## config.mk

```make
export PLATFORM = sky130hd
export DESIGN_NAME = decade_chain_sequencer
export DESIGN_NICKNAME = d
export VERILOG_FILES = /design/src/rtl/decade_chain_sequencer.sv
export SDC_FILE = /design/constraint.sdc
export NUM_CORES = 1
export LEC_CHECK = 0
export ABC_CLOCK_PERIOD_IN_PS = 2300
export BUFFER_PORTS_ARGS = -buffer_cell sky130_fd_sc_hd__buf_4
export CAP_MARGIN = 15
export CORE_MARGIN = 5
export CORE_UTILIZATION = 50
export DETAILED_ROUTE_END_ITERATION = 6
export GPL_TIMING_DRIVEN = 0
export PLACE_DENSITY = 0.84
export SLEW_MARGIN = 20
export SYNTH_ARGS = -nofsm -noshare
export SYNTH_HDL_FRONTEND = slang
export SYNTH_SLANG_ARGS = --single-unit
export TNS_END_PERCENT = 50
```

## constraint.sdc

```tcl
create_clock -name clk -period 2.3 [get_ports clk]
set_input_delay 0.115 -clock clk [delete_from_list [all_inputs] [get_ports clk]]
set_output_delay 0.115 -clock clk [all_outputs]
set_load 0.005 [all_outputs]
```

## src/rtl/decade_chain_sequencer.sv

```systemverilog
// decade_chain_sequencer
// Run/pause/clear sequencer for a chain of NDIG 4-bit digit counters.
// A prescaler makes the count tick; each digit's enable comes from a
// carry/borrow cascade over the digit values read back from the chain.
// Optional feature macro: DCS_ONESHOT_EN (adds the 'oneshot' input, which
// stops the chain at its terminal value instead of wrapping).
//
// Requests (start/stop/clear) are plain levels sampled on every rising edge;
// there is no handshake. When several are high at once, clear beats stop and
// stop beats start, in every state.
module decade_chain_sequencer #(
    parameter int NDIG     = 4,
    parameter int PRESCALE = 100_000_000
) (
    input  logic              clk,
    input  logic              reset_n,
    input  logic              start,
    input  logic              stop,
    input  logic              clear,
    input  logic              mode_type,
    input  logic              mode_updown,
`ifdef DCS_ONESHOT_EN
    input  logic              oneshot,
`endif
    input  logic [4*NDIG-1:0] digits,
    output logic [NDIG-1:0]   dig_en,
    output logic              cnt_type,
    output logic              cnt_updown,
    output logic              cnt_clr,
    output logic              running,
    output logic              wrap,
    output logic [1:0]        state_dbg
);

    typedef enum logic [1:0] {
        ST_IDLE  = 2'd0,
        ST_RUN   = 2'd1,
        ST_PAUSE = 2'd2,
        ST_CLEAR = 2'd3
    } state_t;

    localparam int            PW       = (PRESCALE > 1) ? $clog2(PRESCALE) : 1;
    localparam logic [PW-1:0] PRE_LAST = PW'(PRESCALE - 1);

    state_t          state;
    state_t          state_next;
    logic [PW-1:0]   pre;
    logic            tick;
    logic            latch_mode;
    logic [NDIG-1:0] term;
    logic [NDIG-1:0] en_next;
    logic            wrap_next;
    logic            oneshot_hit;

    // A tick is only issued when nothing interrupts the run this cycle.
    assign tick = (state == ST_RUN) && (pre == PRE_LAST) && !stop && !clear;

`ifdef DCS_ONESHOT_EN
    assign oneshot_hit = oneshot && wrap_next;
`else
    assign oneshot_hit = 1'b0;
`endif

    // Terminal detection per digit under the latched mode; 10..15 in
    // decimal-up never match 9, so out-of-range digits stay non-terminal.
    always_comb begin
        term = '0;
        for (int i = 0; i < NDIG; i++) begin
            if (cnt_updown) begin
                term[i] = (digits[4*i +: 4] == 4'd0);
            end else if (cnt_type) begin
                term[i] = (digits[4*i +: 4] == 4'hF);
            end else begin
                term[i] = (digits[4*i +: 4] == 4'd9);
            end
        end
    end

    // Ripple the tick up the chain: a digit counts only when every lower
    // digit sits at its terminal value. What survives past the top is wrap.
    always_comb begin
        logic carry;
        en_next = '0;
        carry   = tick;
        for (int i = 0; i < NDIG; i++) begin
            en_next[i] = carry;
            carry      = carry & term[i];
        end
        wrap_next = carry;
    end

    // Next-state logic with clear > stop > start priority.
    always_comb begin
        state_next = state;
        latch_mode = 1'b0;
        if (clear) begin
            state_next = ST_CLEAR;
        end else begin
            case (state)
                ST_IDLE: begin
                    if (start && !stop) begin
                        state_next = ST_RUN;
                        latch_mode = 1'b1;
                    end
                end
                ST_RUN: begin
                    if (stop) begin
                        state_next = ST_PAUSE;
                    end else if (oneshot_hit) begin
                        state_next = ST_IDLE;
                    end
                end
                ST_PAUSE: begin
                    if (start && !stop) begin
                        state_next = ST_RUN;
                    end
                end
                ST_CLEAR: begin
                    state_next = ST_IDLE;
                end
                default: begin
                    state_next = ST_IDLE;
                end
            endcase
        end
    end

    // State register.
    always_ff @(posedge clk or negedge reset_n) begin
        if (!reset_n) begin
            state <= ST_IDLE;
        end else begin
            state <= state_next;
        end
    end

    // Prescaler: advances only in an uninterrupted RUN cycle, holds across
    // PAUSE so a resumed run keeps its phase, and is zeroed by CLEAR.
    always_ff @(posedge clk or negedge reset_n) begin
        if (!reset_n) begin
            pre <= '0;
        end else if (state == ST_CLEAR) begin
            pre <= '0;
        end else if (tick) begin
            pre <= '0;
        end else if ((state == ST_RUN) && !stop && !clear) begin
            pre <= pre + PW'(1);
        end
    end

    // Registered enables and wrap; a oneshot stop suppresses every enable.
    always_ff @(posedge clk or negedge reset_n) begin
        if (!reset_n) begin
            dig_en <= '0;
            wrap   <= 1'b0;
        end else begin
            dig_en <= oneshot_hit ? '0 : en_next;
            wrap   <= wrap_next;
        end
    end

    // Count mode is captured only when a run starts from IDLE.
    always_ff @(posedge clk or negedge reset_n) begin
        if (!reset_n) begin
            cnt_type   <= 1'b0;
            cnt_updown <= 1'b0;
        end else if (latch_mode) begin
            cnt_type   <= mode_type;
            cnt_updown <= mode_updown;
        end
    end

    assign running   = (state == ST_RUN);
    assign cnt_clr   = (state == ST_CLEAR);
    assign state_dbg = state;

endmodule

```

### Word level (Yosys, flattened, before mapping)

Cells that the tools add are included.

| word-level totals | value |
|---|---|
| flip-flop bits (word level) | 36 |
| input port bits | 23 |
| output and inout bits | 11 |
| word-level logic and storage cells | 59 |

| cells by class | value |
|---|---|
| add/subtract/negate cells | 1 |
| equal/unequal tests | 14 |
| multiplexer cells | 18 |
| bitwise operators | 4 |
| reduce and logical (&&, ||, !) cells | 16 |

Operator list:

| cell | number |
|---|---|
| $mux W27 | 3 |
| $eq A4 B4 Y1 const B | 8 |
| $add A27 B1 Y27 const B | 1 |
| $eq A27 B27 Y1 const B | 1 |
| $logic_not A4 Y1 | 4 |
| $mux W1 | 11 |
| $logic_and A1 B1 Y1 | 6 |
| $mux W2 | 3 |
| $pmux W2 S3 | 1 |
| $and A1 B1 Y1 | 4 |
| $eq A2 B2 Y1 const B | 2 |
| $ne A3 B1 Y1 const B | 1 |
| $ne A3 B3 Y1 const B | 1 |
| $reduce_bool A3 Y1 | 1 |
| $eq A2 B1 Y1 const B | 1 |
| $logic_not A1 Y1 | 2 |
| $logic_not A2 Y1 | 1 |
| $reduce_and A2 Y1 | 1 |
| $reduce_or A2 Y1 | 1 |

### Logic depth before layout (Yosys ltp)

| logic depth | value |
|---|---|
| depth after elaboration | 8 |
| depth in mapped cells | 7 |
| depth with buffers taken out | 5 |

### Least setup slack after synthesis

No wires, ideal clock.

| path | value |
|---|---|
| kind | register to register |
| start point | reg state[1] (netlist: state_dbg[1]) |
| end point | reg pre[15] |
| setup time | 79 ps |
| arrival time | 2253 ps |
| data required time | 2221 ps |
| path slack | -32 ps |
| cell stages (with the launch flop) | 6 |
| path buffers | 1 |
| clock period less this slack | 2332 ps |
| path through | dfrtp_1 > or4b_4 > or4_1 > buf_2 > or4_1 > a21oi_1 |

| between the ends | value |
|---|---|
| word-level cells in the longest chain between the ends | 6 |
| elaborated cells between the ends (all ways) | 10 |
| classes of those cells | eq/ne (2); mux (2); reduce/logical (6) |

Ends and longest elaborated chain:

| item | line | RTL |
|---|---|---|
| from (decl) | 45 | `state_t state;` |
| from (signal assigned) | 133 | `state <= state_next;` |
| $eq A2 B1 Y1 | 56, 146 |  |
| $logic_and A1 B1 Y1 (3 in series) | 56 | `assign tick = (state == ST_RUN) && (pre == PRE_LAST) && !stop && !clear;` |
| $mux W27 | 144 | `end else if (tick) begin` |
| $mux W27 | 142 | `end else if (state == ST_CLEAR) begin` |
| to (signal assigned) | 147 | `pre <= pre + PW'(1);` |
| to (decl) | 47 | `logic [PW-1:0] pre;` |

Parallel ways exist; a longest one is shown, timed or not.
A chain may end at the register's enable or synchronous reset.

### Worst setup path in the final report

| path | value |
|---|---|
| start point | reg state[1] (netlist: state_dbg[1]) |
| end point | reg pre[9] |

The elaborated chain is that of the path after synthesis.

==> results by group <==
Run status
  – Outcome: completed

Power
  – Peak VDD IR: 0.496 mV
  – Total power: 1320 uW
  – Pleak: 0.00105 uW
  – Pwr Density: 510 nW/um^2

STA
  – Final Cycle Share: 99.0%
  – Slew Limit Fails: 0
  – Final Hold Vio Count: 0
  – Fmax: 0.439 GHz
  – Max-slew headroom: 68.7%
  – Slew @ Worst Pin: 0.469 ns
  – Setup ws final: 0.0223 ns
  – Setup TNS: 0 ns
  – Final Critical Period: 2.28 ns
  – Final setup fails: 0
  – RSZ-0062 raised after global routing: yes
  – Clock Skew: 0.00835 ns

Logic synthesis
  – Yosys cell types: 38
  – Syn_nets: 242
  – Area contributors post-synth: dfrtp_1 45%, a21oi_1 6.3%, or4_1 4.9%
  – Seq/Total Area, Yosys: 45.2%
  – Netlist Area Pre-Place: 1990 sq um
  – Yosys warns: 0
  – Post-synth top area share: 45.2%
  – Number of synthesized register bits: 36
  – Synth Instances: 218
  – Leading area contributor after synthesis: dfrtp_1
  – Avg Inst Size Synth: 9.15 sq um

Floorplanning
  – Core area: 3940 sq um
  – Die height: 73.2 um
  – Ports: 34
  – Die Wd: 73.2 um
  – Total die area: 5350 sq um
  – Initial Util: 50.6%
  – Row count: 23

Layout
  – N_diodes: 0
  – Commonest non-fill, non-tap cells in the layout: 39 x buf_4, 34 x dfrtp_1, 19 x a21oi_1, 16 x nor2_1, 13 x nand2_1
  – # fillers: 320
  – Final nets: 290
  – Area Growth Syn to Fin: 30.4%
  – Commonest non-fill, non-tap cell in the layout: buf_4
  – Share of layout cells above drive strength 1: 28.8%

Clocking
  – CTS clk-pin slew, worst paths: 0.08 ns
  – TritonCTS Sinks: 36
  – CTS root buf: clkbuf_8
  – Clk buf depth: 2
  – TritonCTS Buffers: 5
  – CTS tree: yes
  – H-tree depth: 2
  – Worst skew pair latency: 0.29 ns

Global route
  – Initial antenna violation count: 0
  – Global route total overflow: 0
  – Vias in the first global route: 1894
  – Global-route wire length before repair: 8450 um
  – Pin count of the biggest net entering global routing: 37
  – Tot GR Track Use: 20.1%

Detailed routing
  – DRC errors left: 0
  – Initial DRC count: 199
  – DR pass1 iterations: 4
  – Drt wl/cell: 16.4 um
  – DRT antenna net count: 0
  – Via count: 1933
  – DR vias/cell: 6.10
  – Total wire length: 5190 um

Critical path
  – CP top delay family: simple AND/OR/NAND/NOR gates
  – Worst setup path category: register to register
  – Max Fanout on Critical Path: 10
  – Critical Path RT: 2.51 ns
  – Cell Chain, Critical Path: or4b_4, or4_4, buf_6, buf_8, or3_4, a21oi_2
  – WP data arrival: 2.49 ns
  – Slowest stage cell on the critical path: or4_4
  – Worst path bufs/invs: 2
  – CP Launch Type: register
  – CP endpoint kind: register
  – CP max stage delay: 0.53 ns

Run
  – Max Cap Viol: 0

Place
  – Placed wire-length estimate: 3400 um
  – RD Place Congestion: 0.871
  – # port buffers: 33
  – Pre-CTS WS: -0.429 ns

Worst hold path
  – Min-delay worst type: input pin to register
==> worst reg2reg max path, delay by kind of cell, from the launching register on <==
kind | cells | cell delay (ns)
simple gates | 3 | 1.37
flops | 1 | 0.40
buf+inv | 2 | 0.28
compound gates | 1 | 0.14
==> metal layers <==
layer | GRT usage (%) | vias to the layer above | wire length (um)
met4 | 6.35 | 0 | 41
met2 | 33.7 | 63 | 2710
met5 | 0 | - | 0
met1 | 24.3 | 951 | 2130
met3 | 6.61 | 6 | 302
li1 | - | 913 | -
==> final timing paths <==
| check | startpoint | to | slack [ns] | cells after the start |
|---|---|---|---|---|
| min reg2reg | pre[23] | pre[23] | 0.55 | 2 |
| min | mode_type | cnt_type | 0.05 | 2 |
| max in group asynchronous | reset_n | state_dbg[1] | 1.65 | 2 |
| max reg2reg | state_dbg[1] | pre[9] | 0.02 | 6 |
| max | state_dbg[1] | pre[9] | 0.02 | 6 |
| min in group asynchronous | reset_n | pre[16] | 0.31 | 2 |
==> cell usage after synthesis, drive strengths merged <==
cell type  number
o21ai           9
nand2b          2
nor4b           2
dfrtp          36
and3b           1
or2             1
buf             4
nand2          13
o31ai           9
clkbuf          5
a41oi           1
o21bai          1
and3            3
and4b           1
nand4          10
or4            13
and4            4
a311o           1
or4b            1
nor2b           2
or3            12
nand3b          4
a221o           1
a211oi          1
nor2           16
nand3          12
ha              1
mux2            2
xnor2           5
and2            3
xor2            3
nor3            2
a21oi          25
nor3b           3
inv             6
nor4            3
==> sequential cells by signal, indices dropped and copies added (netlist names) <==
name / cells
pre: 27
wrap: 1
state_dbg: 2
cnt_updown: 1
cnt_type: 1
dig_en: 4
==> timing repair <==
action / in CTS / in global routing
setup endpoints to repair: 22 / 24
hold endpoints to repair: 36 / 0
hold buffers: 1 / 0
gates cloned: 1 / 1
gates resized for setup: 19 / 15
buffers inserted: 5 / 1
pin swaps: 16 / 8
==> layout make-up <==
class / instances / area [sq um] / area share, %
plain buffers: 8 / 62.6 / 2.41
inverters: 6 / 22.5 / 0.866
well taps: 50 / 62.6 / 2.41
clock inverters: 2 / 15.0 / 0.577
multi-input cells: 167 / 1110 / 42.8
repair buffers: 42 / 339 / 13.0
flip-flops and latches: 36 / 903 / 34.7
clock buffers: 6 / 82.6 / 3.18
==> logic make-up after synthesis <==
family | count (synthesis) | share of synthesized area [%]
buffers and inverters | 15 | 3.07
flip-flops | 36 | 45.2
multiplexers | 2 | 1.13
adder cells (fa/ha/maj) | 1 | 0.627
XOR/XNOR | 8 | 3.51
AND/OR/NAND/NOR | 108 | 32.4
AO/OA/AOI/OAI | 48 | 14.1
==> power breakdown <==
part | internal (uW) | total, uW | switching [uW]
Sequential | 647 | 662 | 15.4
Clock | 242 | 478 | 236
Combinational | 94.4 | 184 | 89.9
Total | 984 | 1320 | 341
==> metrics by stage <==
| stage | util, % | hold WS (ns) | std cells | cell area, sq um |
|---|---|---|---|---|
| 6_report | 65.9 | 0.0469 | 317 | 2600 |
| 5_1_grt | 65.9 | 0.0334 | 317 | 2600 |
| 4_1_cts | 63.8 | 0.0430 | 316 | 2520 |
| 3_5_place_dp | 58.5 | 0.102 | 301 | 2300 |
| 3_3_place_gp | 58.5 | 0.0974 | 301 | 2300 |
| 2_1_floorplan | - | -0.181 | 218 | 1990 |
No activity file was read; power rests on OpenSTA's default activity.
